`src/rtl/om_serial_mult.sv`:
```
// Radix-2 online multiplier: MSD-first signed-digit operands in, product digits out after 3 steps.
// Also accumulates the emitted digits into a parallel two's-complement result.
module om_serial_mult #(
  parameter int N     = 8,
  parameter int DELTA = 3
) (
  input  logic         clk,
  input  logic         Reset,
  input  logic         in_valid,
  output logic         in_ready,
  input  logic [1:0]   in_x,
  input  logic [1:0]   in_y,
  output logic         out_valid,
  input  logic         out_ready,
  output logic [1:0]   out_z,
  output logic         out_last,
  output logic [N+1:0] res_z,
  output logic         busy
);
  localparam int FW = N + 3;
  localparam int WW = N + 6;
  localparam int CW = $clog2(N + 3);
  localparam logic [CW-1:0]        CNT_LAST  = CW'(N + 2);
  localparam logic [CW-1:0]        CNT_RUN   = CW'(DELTA);
  localparam logic [CW-1:0]        CNT_FLUSH = CW'(N);
  localparam logic [CW-1:0]        CNT_ONE   = CW'(1);
  localparam logic signed [WW-1:0] VH_POS    = WW'(2);
  localparam logic signed [WW-1:0] VH_NEG    = WW'(-2);
  localparam logic signed [WW-1:0] ONE_W     = WW'(1);
  localparam logic signed [N+1:0]  ONE_N     = (N+2)'(1);

  typedef enum logic [1:0] {IDLE = 2'd0, INIT = 2'd1, RUN = 2'd2, FLUSH = 2'd3} state_t;

  // Internal digit form is a 2-bit two's-complement value: 01=+1, 11=-1, 00=0.
  function automatic logic [1:0] dig_dec(input logic [1:0] d);
    case (d)
      2'b10:   dig_dec = 2'b01;
      2'b01:   dig_dec = 2'b11;
      default: dig_dec = 2'b00;
    endcase
  endfunction

  function automatic logic [1:0] dig_enc(input logic [1:0] s);
    case (s)
      2'b01:   dig_enc = 2'b10;
      2'b11:   dig_enc = 2'b01;
      default: dig_enc = 2'b00;
    endcase
  endfunction

  function automatic logic signed [WW-1:0] mul_w(input logic [1:0] s, input logic signed [WW-1:0] a);
    case (s)
      2'b01:   mul_w = a;
      2'b11:   mul_w = -a;
      default: mul_w = '0;
    endcase
  endfunction

  function automatic logic signed [N+1:0] mul_n(input logic [1:0] s, input logic signed [N+1:0] a);
    case (s)
      2'b01:   mul_n = a;
      2'b11:   mul_n = -a;
      default: mul_n = '0;
    endcase
  endfunction

  state_t                 state_q, state_d;
  logic [CW-1:0]          cnt_q, cnt_d;
  logic signed [N+1:0]    x_q, y_q, res_q;
  logic signed [WW-1:0]   w_q;
  logic                   out_valid_q, out_last_q;
  logic [1:0]             out_z_q;

  logic                   stall_s, step_s;
  logic [1:0]             xd_s, yd_s, zd_s;
  logic signed [N+1:0]    xb_s, yb_s, rb_s, unit_s, xn_s, yn_s, rn_s;
  logic signed [WW-1:0]   wb_s, xe_s, yne_s, v_s, vh_s, wn_s;

  // Handshake, one recurrence step and next-state selection.
  always_comb begin
    stall_s  = out_valid_q & ~out_ready;
    in_ready = (state_q != FLUSH) & ~stall_s;
    if (state_q == FLUSH) begin
      step_s = ~stall_s;
      xd_s   = 2'b00;
      yd_s   = 2'b00;
    end else begin
      step_s = in_valid & in_ready;
      xd_s   = dig_dec(in_x);
      yd_s   = dig_dec(in_y);
    end
    // A fresh operation starts from a cleared datapath.
    if (state_q == IDLE) begin
      xb_s = '0;
      yb_s = '0;
      wb_s = '0;
      rb_s = '0;
    end else begin
      xb_s = x_q;
      yb_s = y_q;
      wb_s = w_q;
      rb_s = res_q;
    end
    if (cnt_q < CNT_FLUSH) begin
      unit_s = ONE_N <<< (N - 1 - int'(cnt_q));
    end else begin
      unit_s = '0;
    end
    xn_s  = xb_s + mul_n(xd_s, unit_s);
    yn_s  = yb_s + mul_n(yd_s, unit_s);
    xe_s  = {{(WW-N-2){xb_s[N+1]}}, xb_s};
    yne_s = {{(WW-N-2){yn_s[N+1]}}, yn_s};
    v_s   = (wb_s <<< 1) + mul_w(xd_s, yne_s) + mul_w(yd_s, xe_s);
    vh_s  = v_s >>> (N + 1);
    if (cnt_q >= CNT_RUN) begin
      if (vh_s >= VH_POS) begin
        zd_s = 2'b01;
      end else if (vh_s < VH_NEG) begin
        zd_s = 2'b11;
      end else begin
        zd_s = 2'b00;
      end
    end else begin
      zd_s = 2'b00;
    end
    wn_s  = v_s - mul_w(zd_s, ONE_W <<< FW);
    rn_s  = rb_s + mul_n(zd_s, ONE_N <<< (N + 2 - int'(cnt_q)));
    cnt_d = cnt_q + CNT_ONE;
    if (cnt_q == CNT_LAST) begin
      cnt_d   = '0;
      state_d = IDLE;
    end else if (cnt_d >= CNT_FLUSH) begin
      state_d = FLUSH;
    end else if (cnt_d >= CNT_RUN) begin
      state_d = RUN;
    end else begin
      state_d = INIT;
    end
  end

  // State, datapath and registered output digit.
  always_ff @(posedge clk) begin
    if (Reset) begin
      state_q     <= IDLE;
      cnt_q       <= '0;
      x_q         <= '0;
      y_q         <= '0;
      w_q         <= '0;
      res_q       <= '0;
      out_valid_q <= 1'b0;
      out_last_q  <= 1'b0;
      out_z_q     <= 2'b00;
    end else if (step_s) begin
      state_q <= state_d;
      cnt_q   <= cnt_d;
      x_q     <= xn_s;
      y_q     <= yn_s;
      w_q     <= wn_s;
      res_q   <= rn_s;
      if (cnt_q >= CNT_RUN) begin
        out_valid_q <= 1'b1;
        out_z_q     <= dig_enc(zd_s);
        out_last_q  <= (cnt_q == CNT_LAST);
      end else if (out_ready) begin
        out_valid_q <= 1'b0;
        out_last_q  <= 1'b0;
      end
    end else if (out_ready) begin
      out_valid_q <= 1'b0;
      out_last_q  <= 1'b0;
    end
  end

  assign out_valid = out_valid_q;
  assign out_z     = out_z_q;
  assign out_last  = out_last_q;
  assign res_z     = res_q;
  assign busy      = (state_q != IDLE);
endmodule

```
`config.mk`:
```
export PLATFORM = sky130hd
export DESIGN_NAME = om_serial_mult
export DESIGN_NICKNAME = d
export VERILOG_FILES = /design/src/rtl/om_serial_mult.sv
export SDC_FILE = /design/constraint.sdc
export NUM_CORES = 1
export LEC_CHECK = 0
export CORE_MARGIN = 2
export CORE_UTILIZATION = 40
export CTS_BUF_LIST = sky130_fd_sc_hd__clkbuf_4 sky130_fd_sc_hd__clkbuf_8
export DETAILED_ROUTE_END_ITERATION = 10
export PLACE_DENSITY = 0.62
export SLEW_MARGIN = 30
export SYNTH_ARGS = -nofsm -noshare
export SYNTH_HDL_FRONTEND = slang
export SYNTH_SLANG_ARGS = --single-unit
```
`constraint.sdc`:
```
create_clock -name clk -period 10.9 [get_ports clk]
set_clock_uncertainty 0.05 [all_clocks]
set_input_delay 2.18 -clock clk [delete_from_list [all_inputs] [get_ports clk]]
set_output_delay 2.18 -clock clk [all_outputs]
set_load 0.02 [all_outputs]
```
## Word-level counts from Yosys, hierarchy flattened

Index checks and enable logic that the tools add are counted.

| word-level totals | value |
|---|---|
| word-level logic and storage cells | 81 |
| register bits after elaboration | 53 |
| output and inout bits | 16 |
| bits of input ports | 8 |

| operators by class | value |
|---|---|
| equality and inequality tests | 13 |
| $lt $le $gt $ge | 6 |
| reductions and logical operators | 3 |
| shift-type cells | 2 |
| $add $sub $neg | 13 |
| muxes and demuxes | 30 |
| bitwise gates (word level) | 5 |

Operator list:

| operator | count |
|---|---|
| $sshl A2 B32 Y10 const A | 2 |
| $pmux W10 S2 | 3 |
| $pmux W14 S2 | 2 |
| $mux W10 | 4 |
| $add A10 B10 Y10 | 3 |
| $add A14 B14 Y14 | 2 |
| $neg A10 Y14 | 2 |
| $pmux W13 S2 | 1 |
| $neg A10 Y10 | 2 |
| $mux W2 | 8 |
| $mux W13 | 1 |
| $sub A13 B13 Y13 | 1 |
| $eq A2 B2 Y1 const B | 6 |
| $pmux W2 S2 | 3 |
| $eq A2 B1 Y1 const B | 5 |
| $ge A4 B2 Y1 const B | 2 |
| $mux W1 | 7 |
| $ge A5 B3 Y1 const B | 1 |
| $lt A5 B2 Y1 const B | 1 |
| $sub A3 B4 Y5 const A | 1 |
| $sub A4 B4 Y5 const A | 1 |
| $add A4 B1 Y4 const B | 1 |
| $eq A4 B4 Y1 const B | 1 |
| $ge A4 B4 Y1 const B | 1 |
| 8 further kinds | 11 |

## Longest topological paths before layout

| depth | value |
|---|---|
| word-level depth | 17 |
| gate-level depth with buffers | 44 |
| mapped depth without buffers | 43 |

## Worst setup path after synthesis

No wires, ideal clock.

| path | value |
|---|---|
| kind | input-to-reg |
| start point | input port in_y[1] |
| end point | register res_q[9] (netlist: res_z[9]) |
| path buffers | 2 |
| stages | 38 |
| path slack | 1.006 ns |
| setup time | 0.122 ns |
| arrival time | 9.722 ns |
| required time | 10.728 ns |
| cells stage by stage | inv_1 ha_1 clkbuf_1 clkbuf_1 nor2_1 a21oi_1 nor2_1 fa_1 a21oi_1 nor2_1 or3_1 a2111oi_4 a31oi_1 xnor2_1 nand2_1 fa_1 inv_1 ha_1 (+2 left out) a21oi_1 or3_1 a22oi_1 and2b_4 nor3_4 inv_2 o21ai_0 ha_1 a21o_1 a21oi_1 o21bai_1 a21oi_1 o21ai_0 a31oi_1 and2_1 o21ai_0 and2_1 a221o_1 |

| on the way | value |
|---|---|
| word-level cells in the longest chain between the ends | 17 |
| elaborated cells between the ends (all ways) | 22 |
| those cells by class | 5 x add/sub; 2 x order compare; 6 x eq/ne; 9 x mux |

Ends and longest elaborated chain:

| element | RTL line | RTL |
|---|---|---|
| from (decl) | 12 | `input logic [1:0] in_y,` |
| $eq A2 B1 Y1 / $eq A2 B2 Y1 (equally long branches) | 36 | `case (d)` |
| $pmux W2 S2 * | 36 |  |
| $mux W2 * | 83 | `if (state_q == FLUSH) begin` |
| $eq A2 B2 Y1 / $eq A2 B1 Y1 (equally long branches) | 52, 60 |  |
| $pmux W10 S2 | 60 | `case (s)` |
| $add A10 B10 Y10 | 110 | `yn_s = yb_s + mul_n(yd_s, unit_s);` |
| $neg A10 Y14 | 54 | `2'b11: mul_w = -a;` |
| $pmux W14 S2 | 52 | `case (s)` |
| $add A14 B14 Y14 | 113 | `v_s = (wb_s <<< 1) + mul_w(xd_s, yne_s) + mul_w(yd_s, xe_s);` |
| $add A14 B14 Y14 * | 113 |  |
| $lt A5 B2 Y1 | 118 | `end else if (vh_s < VH_NEG) begin` |
| $mux W2 | 118 |  |
| $mux W2 * | 116 | `if (vh_s >= VH_POS) begin` |
| $mux W2 * | 115 | `if (cnt_q >= CNT_RUN) begin` |
| $eq A2 B2 Y1 / $eq A2 B1 Y1 (equally long branches) | 60 |  |
| $pmux W10 S2 * | 60 |  |
| $add A10 B10 Y10 * | 127 | `rn_s = rb_s + mul_n(zd_s, ONE_N <<< (N + 2 - int'(cnt_q)));` |
| to (signal assigned) | 159 | `res_q <= rn_s;` |
| to (decl) | 69 | `logic signed [N+1:0] x_q, y_q, res_q;` |

Every way passes the cells marked *; elsewhere a longest branch is shown, timed or not.
A chain may end at the register's enable or synchronous reset.

## Final worst setup path

| path | value |
|---|---|
| start point | input port in_y[0] |
| end point | register res_q[9] (netlist: res_z[9]) |

Same word-level chain as after synthesis.

==> impl_metrics.env <==
export IMPL_grt_max_degree=55
export IMPL_fillers=1451
export IMPL_multi_input_area_um2=4340
export IMPL_nets=883
export IMPL_cp_data_required_time_ns=11.09
export IMPL_initial_utilization_pct=41.0
export IMPL_dieWidth_um=124
export IMPL_fp_coreArea_um2=13900
export IMPL_hold_class="register to register"
export IMPL_tritoncts="done"
export IMPL_gp_congestion=0.925
export IMPL_htree_levels=2
export IMPL_vias=5400
export IMPL_async_flop_share_pct=0
export IMPL_synth_area_leaders="dfxtp_1 (19%), ha_1 (11%), nand2_1 (7.9%)"
export IMPL_cp_max_fo=7
export IMPL_critPathCaptureType="register"
export IMPL_tightest_slew_ns=1.02
export IMPL_synth_top_cell_area_share_pct=18.6
export IMPL_dp_hpwl_um=11000
export IMPL_grt_setup_unrepaired="false"
export IMPL_path_clk_slew_ns=0.11
export IMPL_irDropWorstVdd_uv=55.2
export IMPL_wirelength_um=14900
export IMPL_holdWs_ns=0.406
export IMPL_cts_sinks=53
export IMPL_netlist_area_um2=5720
export IMPL_cp_start_kind="primary input"
export IMPL_grt_pass1_vias=5098
export IMPL_syn_inst=799
export IMPL_arrival_ns=10.42
export IMPL_firstDrtPassIters=5
export IMPL_fmax_ghz=0.0977
export IMPL_io_pins=24
export IMPL_leakagePower_uw=0.00266
export IMPL_hold_buffers=0
export IMPL_ys_seq_elements=53
export IMPL_antenna_found_initial=0
export IMPL_rows=43
export IMPL_total_power_uw=525
export IMPL_synthTopCellsByCount="nand2_1 (121), nor2_1 (83), a21oi_1 (79)"
export IMPL_clock_latency_ns=0.34
export IMPL_reg2reg_slack_ns=1.20
export IMPL_track_usage_pct=20.6
export IMPL_seq_area_frac_synth_pct=18.6
export IMPL_synth_area_leader_cell="dfxtp_1"
export IMPL_numCtsBuffers=5
export IMPL_overflow=0
export IMPL_area_growth_pct=10.3
export IMPL_yosysWarnings=0
export IMPL_finalHoldViolations=0
export IMPL_yosys_cell_count_top_type="nand2_1"
export IMPL_setup_tns_ns=0
export IMPL_period_needed_ns=10.23
export IMPL_status="completed"
export IMPL_syn_avg_cell_area_um2=7.16
export IMPL_grt_pass1_wl_um=25200
export IMPL_cap_violations=0
export IMPL_ys_types=67
export IMPL_seqCellArea_um2=1060
export IMPL_cts_root_buf="clkbuf_8"
export IMPL_routedWlPerCell_um=15.0
export IMPL_slew_viol_final=0
export IMPL_vias_per_cell=5.45
export IMPL_setup_violations=0
export IMPL_power_density_nw_per_um2=83.2
export IMPL_portBuffers=23
export IMPL_worst_path_largest_cell_delay_ns=0.53
export IMPL_synth_edf_count=0
export IMPL_timing_final_crit_share_pct=93.9
export IMPL_cp_slowest_cell="fa_1"
export IMPL_die_y_um=124
export IMPL_drc=0
export IMPL_clockBufferDepth=2
export IMPL_drt_first_iter_violations=340
export IMPL_slew_headroom_pct=31.4
export IMPL_ant_nets=0
export IMPL_drive_above_1_share_pct=6.04
export IMPL_crit_top_cell="a21oi_1"
export IMPL_post_cts_buffers=0
export IMPL_dieArea_um2=15300
export IMPL_synth_nets=872
export IMPL_synth_flop_cell="dfxtp_1"
export IMPL_final_area_um2=6310
export IMPL_critPathKind="primary input to register"
export IMPL_place_area_um2=6160
export IMPL_num_antenna_cells=0
-- sequential cells by signal, indices dropped and copies added (netlist names) --
| name | cells |
|---|---|
| w_q | 13 |
| res_z | 10 |
| x_q | 10 |
| y_q | 10 |
| cnt_q | 4 |
| out_z | 2 |
| state_q | 2 |
| out_last | 1 |
| out_valid | 1 |
-- worst paths after layout --
check | end | cells past startpoint | start
setup reg to reg | res_z[9] | 38 | cnt_q[2]
hold reg to reg | y_q[0] | 2 | y_q[0]
setup / recovery | res_z[9] | 36 | in_y[0]
hold / removal | y_q[0] | 2 | y_q[0]
-- per-stage QoR --
| stage | utilization, % | setup slack [ns] | cells |
|---|---|---|---|
| 6_report | 45.3 | 0.667 | 991 |
| 3_5_place_dp | 44.2 | 0.127 | 983 |
| 4_1_cts | 45.1 | 0.460 | 991 |
| 5_1_grt | 45.3 | 0.0139 | 991 |
| 2_1_floorplan | - | 1.01 | 799 |
| 3_3_place_gp | 44.2 | 0.285 | 983 |
-- power breakdown --
part	leakage (µW)	total, µW	switching (µW)	internal [µW]
logic	0.00218	164	102	62.0
clock network	0.0000574	154	78.8	74.9
registers	0.000430	207	5.95	201
total	0.00266	525	186	338
-- critical path: cells and delay by family --
family          cells  cell delay, ns
simple gates        9            1.92
xor+xnor            2            0.60
compound gates     18            3.46
buf+inv             2            0.51
fa+ha+maj           5            1.73
-- metal layers --
metal	part of all wire, %	vias up	track usage (%)
met5	0	-	0
met4	1.7	0	5.97
met3	3.4	18	2.79
met2	46	92	33.7
met1	49	2524	28.4
li1	-	2766	-
-- kinds of logic after synthesis --
kind of cell | count (synthesis) | synth area share [%]
XOR/XNOR | 48 | 7.35
buffers and inverters | 92 | 6.17
flip-flops | 53 | 18.6
AO/OA/AOI/OAI | 205 | 23.5
adder cells (fa/ha/maj) | 65 | 16.3
AND/OR/NAND/NOR | 333 | 27.6
multiplexers | 3 | 0.525
-- timing repair --
action	in CTS	in global routing
gates resized for setup	0	6
endpoints found under the setup margin	0	1
hold endpoints to repair	0	0
-- layout by cell type (no fill, tap or decap), types with 3 or more instances in the layout --
cell | synthesis | final
and2_1 | 29 | 29
fa_1 | 16 | 16
clkbuf_8 | 0 | 6
xnor2_1 | 33 | 33
and3_1 | 8 | 8
nor3_1 | 23 | 22
a21o_1 | 14 | 14
nand2b_1 | 13 | 12
nand3_1 | 12 | 12
dfxtp_1 | 53 | 53
xor2_1 | 15 | 15
mux2i_1 | 3 | 3
nor4_1 | 4 | 4
nor2b_1 | 10 | 10
or2_2 | 6 | 6
buf_4 | 0 | 16
o21a_1 | 8 | 7
nor2_1 | 83 | 83
a211oi_1 | 13 | 13
a31oi_1 | 8 | 8
nand2_1 | 121 | 121
a22oi_1 | 7 | 7
clkdlybuf4s50_1 | 0 | 22
o21ai_0 | 32 | 31
a21oi_1 | 79 | 79
nand3b_1 | 5 | 5
o211ai_1 | 4 | 4
o21bai_1 | 6 | 6
ha_1 | 49 | 49
or3_1 | 8 | 8
inv_1 | 56 | 56
-- layout make-up --
| class | count | share of cell area, % |
|---|---|---|
| Clock buffer | 6 | 1.31 |
| Clock inverter | 2 | 0.595 |
| Inverter | 57 | 3.39 |
| Multi-Input combinational cell | 654 | 68.8 |
| Sequential cell | 53 | 16.8 |
| Tap cell | 180 | 3.57 |
| Timing Repair Buffer | 39 | 5.47 |
Note: power is estimated with default switching activity, not from simulation.
